### src/rtl/fifo_push_packer.sv
// fifo_push_packer: packs IW-bit ready/valid beats into W-bit words and
// pushes them into the write side of an async FIFO. Beats fill lanes
// little-endian (first beat in bits [IW-1:0]). A beat with in_last closes
// the word early, and the unused upper lanes are zero. A single holding
// register decouples the accumulator from the FIFO. push is never asserted
// while full_r is high.
//
// Handshake: a beat transfers on a rising clk edge when in_vld & in_rdy.
// in_rdy depends only on internal state and full_r, and never on in_vld,
// in_data or in_last. push is a one-cycle strobe qualified by ~full_r.
module fifo_push_packer #(
    parameter int W  = 32,
    parameter int IW = 8
) (
    input  logic          clk,
    input  logic          rst,
    input  logic          in_vld,
    input  logic [IW-1:0] in_data,
    input  logic          in_last,
    output logic          in_rdy,
    input  logic          full_r,
    output logic          push,
    output logic [W-1:0]  push_data,
    output logic          busy
);

    localparam int R  = W / IW;
    localparam int CW = (R > 1) ? $clog2(R) : 1;

    generate
        if ((W % IW) != 0 || (W / IW) < 2) begin : g_param_check
            $error("fifo_push_packer: W must be a multiple of IW with W/IW >= 2");
        end
    endgenerate

    logic [W-1:0]  r_acc;
    logic [CW-1:0] r_cnt;
    logic [W-1:0]  r_hold;
    logic          r_hold_vld;

    logic          w_push;
    logic          w_in_rdy;
    logic          w_accept;
    logic          w_complete;
    logic [W-1:0]  w_merged;

    assign w_push     = r_hold_vld & ~full_r;
    assign w_in_rdy   = ~r_hold_vld | w_push;
    assign w_accept   = in_vld & w_in_rdy;
    assign w_complete = w_accept & ((r_cnt == CW'(R - 1)) | in_last);

    // Accumulator with the incoming beat placed in lane r_cnt and every
    // lane above it forced to zero (used for both partial and final words).
    always_comb begin
        w_merged = '0;
        for (int k = 0; k < R; k++) begin
            if (k < int'(r_cnt)) begin
                w_merged[k*IW +: IW] = r_acc[k*IW +: IW];
            end else if (k == int'(r_cnt)) begin
                w_merged[k*IW +: IW] = in_data;
            end
        end
    end

    // Accumulator, lane counter and holding register; a completing accept
    // may coincide with a push so words stream back to back.
    always_ff @(posedge clk or posedge rst) begin
        if (rst) begin
            r_acc      <= '0;
            r_cnt      <= '0;
            r_hold     <= '0;
            r_hold_vld <= 1'b0;
        end else if (w_complete) begin
            r_hold     <= w_merged;
            r_hold_vld <= 1'b1;
            r_acc      <= '0;
            r_cnt      <= '0;
        end else begin
            if (w_accept) begin
                r_acc <= w_merged;
                r_cnt <= r_cnt + CW'(1);
            end
            if (w_push) begin
                r_hold_vld <= 1'b0;
            end
        end
    end

    assign in_rdy    = w_in_rdy;
    assign push      = w_push;
    assign push_data = r_hold;
    assign busy      = r_hold_vld | (r_cnt != '0);

endmodule

### config.mk
export PLATFORM = sky130hd
export DESIGN_NAME = fifo_push_packer
export DESIGN_NICKNAME = d
export VERILOG_FILES = /design/src/rtl/fifo_push_packer.sv
export SDC_FILE = /design/constraint.sdc
export NUM_CORES = 1
export LEC_CHECK = 0
export BUFFER_PORTS_ARGS = -buffer_cell sky130_fd_sc_hd__buf_2
export CAP_MARGIN = 20
export CORE_ASPECT_RATIO = 0.7
export CORE_MARGIN = 3
export CORE_UTILIZATION = 40
export CTS_BUF_LIST = sky130_fd_sc_hd__clkbuf_4 sky130_fd_sc_hd__clkbuf_8
export DETAILED_ROUTE_END_ITERATION = 7
export GPL_TIMING_DRIVEN = 0
export PLACE_DENSITY = 0.6
export SLEW_MARGIN = 10
export SYNTH_ARGS = -nofsm -noshare
export SYNTH_HDL_FRONTEND = slang
export SYNTH_SLANG_ARGS = --single-unit
### constraint.sdc
create_clock -name clk -period 2.6 [get_ports clk]
set_input_delay 0.52 -clock clk [delete_from_list [all_inputs] [get_ports clk]]
set_output_delay 0.52 -clock clk [all_outputs]
set_load 0.005 [all_outputs]
Word level (Yosys, flattened, before mapping):

Cells that the tools add are included.

* add/subtract/negate cells: 1
* multiply operators: 0
* div/mod/pow operators: 0
* magnitude comparators: 3
* eq/ne operators: 4
* shift operators: 0
* muxes and demuxes: 13
* bitwise operators: 8
* reduce and logical (&&, ||, !) cells: 4

Operator list (count)
* $mux 8: 7
* $mux 24: 2
* $reduce_bool 2->1: 3
* $eq 2x2->1 const A: 2
* $lt 1x2->1 const A: 2
* $mux 2: 2
* $and 1x1->1: 3
* $or 1x1->1: 3
* $add 2x1->2 const B: 1
* $eq 1x2->1 const A: 1
* $eq 2x2->1 const B: 1
* $logic_not 2->1: 1
* $lt 2x2->1 const A: 1
* $mux 1: 2
* $not 1->1: 2

* register bits: 59
* bits in latches: 0
* bits in writable memories: 0
* bits in read-only memories: 0
* input bits: 13
* output and inout bits: 35
* logic and storage cells: 37
* memories kept: 0

Longest topological paths before layout:

* depth in word-level cells: 6
* mapped depth: 8
* mapped depth without buffers: 5

Worst setup path after synthesis:

No wires, ideal clock.

* path kind: reg-to-reg
* from: register r_cnt[1]
* to: register r_acc[10]
* arrival: 1.736 ns
* slack: 0.743 ns
* cell stages (with the launch flop): 9
* buffers on the path: 3
* clock period less this slack: 1.857 ns
* cells stage by stage: dfrtp_1 -> clkbuf_1 -> inv_1 -> ha_1 -> nor2b_1 -> buf_2 -> and3_1 -> buf_4 -> a22o_1

* word-level cells in the longest chain between the ends: 5
* elaborated cells on any way between the ends: 10
* those cells by class: 1 x order compare; 2 x eq/ne; 4 x mux; 2 x bitwise; 1 x reduce/logical

RTL lines
* start: declaration: RTL line 37 `logic [CW-1:0] r_cnt;`
* start signal: assignment: RTL line 81 `r_cnt <= r_cnt + CW'(1);`
* $eq 2x2->1: RTL line 59 `end else if (k == int'(r_cnt)) begin`
* $mux 8: RTL line 59
* $mux 8: RTL line 57 `if (k < int'(r_cnt)) begin`
* $mux 24: RTL line 79 `if (w_accept) begin`
* $mux 24: RTL line 73 `end else if (w_complete) begin`
* end signal: assignment: RTL line 80 `r_acc <= w_merged;`
* end: declaration: RTL line 36 `logic [W-1:0] r_acc;`

Parallel ways exist; a longest one is shown, timed or not. The select of a mux whose other input is x is not followed.
A chain may end at the register's enable or synchronous reset.

Worst setup path in the final report:

* from: register r_cnt[1]
* to: output port busy

* word-level cells in the longest chain between the ends: 2

RTL lines
* $reduce_bool 2->1: RTL line 92 `assign busy = r_hold_vld | (r_cnt != '0);`
* $or 1x1->1: RTL line 92
* end: declaration: RTL line 24 `output logic busy`

No other way between the ends.

==> flow_summary.toml <==
[logic_synthesis]
synth_top_area_frac = 0.577
synth_seq_cells = 59
synth_top_area_cell = "dfrtp_1"
yosys-top-cells-area = "dfrtp_1 (58%), a22o_1 (11%), o21ai_0 (7.4%), a22oi_1 (4.7%), mux2i_1 (3.1%)"
synth.net_count = 227
synth_cell_type_count = 27
synth_cells = 209
yosysWarnings = 0
syn_area_per_cell_um2 = 12.2
netlist_area_um2 = 2560
ys_seq_area_frac = 0.577

[detailed_routing]
ant_nets = 0
drc_errors = 0
vias_per_cell = 5.49
wl_um = 6200
drt-pass1-iter-count = 4
vias = 1898
drtIter0Drc = 151
wl_per_cell_um = 17.9

[timing]
period_needed_ns = 2.33
tightest_slew_ns = 0.720
rsz0062_at_grt = "false"
hold_viol = 0
fin_crit_sh = 0.895
finalSetupViolCount = 0
finClkSkew_ns = 0.00703
drv_slew = 0
finalSetupTns_ns = 0
holdWs_ns = 0.307
fin_ws_ns = 0.274
fmax_ghz = 0.430
maxSlewHeadroom = 0.520

[placed_design]
gp_congestion = 0.815
dpl.hpwl_um = 4140
portBuffers = 47
pre_cts_slack_ns = 0.401
placed_area_um2 = 2890
place_inst = 331

[setup_path]
crit_chain = "clkbuf_2, inv_1, ha_1, buf_2, nand2b_1, buf_2"
critPathKind = "reg2out"
arrival_ns = 1.81
max_stage_delay_ns = 0.43
worstPathRequired_ns = 2.08
worstPathMaxFanout = 10
cpMostUsedCell = "buf_2"
crit_path_top_delay_cell = "dfrtp_1"
end_kind = "primary output"
startpoint_type = "flop"

[pwr]
power_mw = 2.50
max-vdd-ir-drop_v = 0.000501
p_leak_nw = 1.56
power_density_nw_per_um2 = 814

[layout]
layout.nets = 285
antenna_cells = 0
final_util = 0.516
drive_above_1_share = 0.314
num-fill-cells = 549
instances_no_fill = 346
area_growth_pct = 20.1
stdcell_area_um2 = 3080

[global_route]
grt_usage = 0.184
grt_pass1_wl_um = 10100
antenna_found_initial = 0
grt_overflow = 0
grt_pass1_vias = 1833
grt_max_degree = 60

[clock_network]
clkTransAtPathRegs_ns = 0.07
numCtsBuffers = 9
clkLatencyLatePin_ns = 0.34
hold_buffers = 0
clock_path_buffers = 2
clock-sinks = 59
tritoncts = "done"
root_buffer = "clkbuf_8"
htreeDepth = 3

[floorplan]
start_util = 0.430
coreArea_um2 = 5960
die-area_um2 = 7410
die_w_um = 102
die_h_um = 72.9
ios = 48
rows = 23

[run_status]
outcome = "completed"

[job]
cap_violations = 0

[worst_hold_path]
hold_path.class = "in2async"
==> sequential cells by signal, summed over array words and instances (netlist names) <==
signal / cells
push_data: 32
r_acc: 24
r_cnt: 2
r_hold_vld: 1
==> synthesized netlist by cell type <==
master	instances
a21boi_4	1
buf_2	5
clkbuf_1	3
a21o_2	1
a22o_1	32
o21ai_4	1
buf_6	6
o21ai_1	12
a21bo_2	1
inv_1	3
mux2i_1	8
dfrtp_1	59
o31ai_2	1
a21o_1	1
ha_1	5
nor2_2	1
and3_1	3
buf_4	2
nand2_1	2
clkbuf_2	1
nand2b_1	1
nor2b_1	2
o21ai_0	38
and2_1	1
nand3_1	2
a22oi_1	16
nor2b_4	1
==> cell families (layout without fill, tap and decap cells) <==
kind of cell,count (synthesis),count (layout),share of synthesized area
AO/OA/AOI/OAI,104,104,0.283
flip-flops,59,59,0.577
buffers and inverters,20,82,0.0528
AND/OR/NAND/NOR,13,13,0.0318
multiplexers,8,8,0.0313
adder cells (fa/ha/maj),5,5,0.0244
==> final timing paths <==
kind,start,slack (ns),cells after the start,endpoint
max,r_cnt[1],0.27,6,busy
min,rst,0.31,2,push_data[29]
max reg2reg,r_cnt[1],0.56,6,r_acc[2]
min reg2reg,r_acc[11],0.50,1,r_acc[11]
max in group asynchronous,rst,1.82,2,r_acc[8]
min in group clk,r_acc[11],0.50,1,r_acc[11]
==> report_power, final <==
| part | internal, mW | total (mW) | switching [mW] |
|---|---|---|---|
| sequential | 1.07 | 1.16 | 0.0841 |
| combinational | 0.264 | 0.578 | 0.314 |
| clock | 0.426 | 0.770 | 0.344 |
==> final cells by class <==
class	count	area (um2)	share of cell area
Multi-Input combinational cell	130	948	0.308
Tap cell	75	93.8	0.0305
Inverter	3	13.8	0.00448
Sequential cell	59	1480	0.480
Clock inverter	2	10.0	0.00325
Timing Repair Buffer	47	235	0.0765
Buffer	17	125	0.0407
Clock buffer	13	173	0.0561
==> layer usage <==
metal  up-vias  GRT usage  wire (um)  part of all wire
li1        902          -          -                 -
met1       929      0.278       3170              0.51
met2        57      0.252       2580              0.42
met3        10     0.0611        384             0.062
met4         0     0.0487         73             0.012
met5         -          0          0                 0
==> critical path, delay by kind of cell, from the launching register on <==
kind                       cells  cell delay (ns)
and+or+nand+nor                1             0.10
adders and majority gates      1             0.16
DFF                            1             0.43
buffers and inverters          4             0.78
==> cells in the final DEF, fill, tap and decap left out, drive strengths merged, types with 2 or more instances in the layout <==
master	count
ha	5
nor2b	3
and3	3
a22o	32
a21o	2
a22oi	16
nand2	2
o21ai	51
clkbuf	17
dfrtp	59
nand3	2
buf	60
clkinv	2
inv	3
mux2i	8
==> repair_timing <==
| item | in CTS | in global routing |
|---|---|---|
| endpoints found under the setup margin | 0 | 1 |
| resized for setup | 0 | 2 |
| hold endpoints to repair | 0 | 0 |
| buffers inserted | 0 | 0 |
Note: power is estimated with default switching activity, not from simulation.
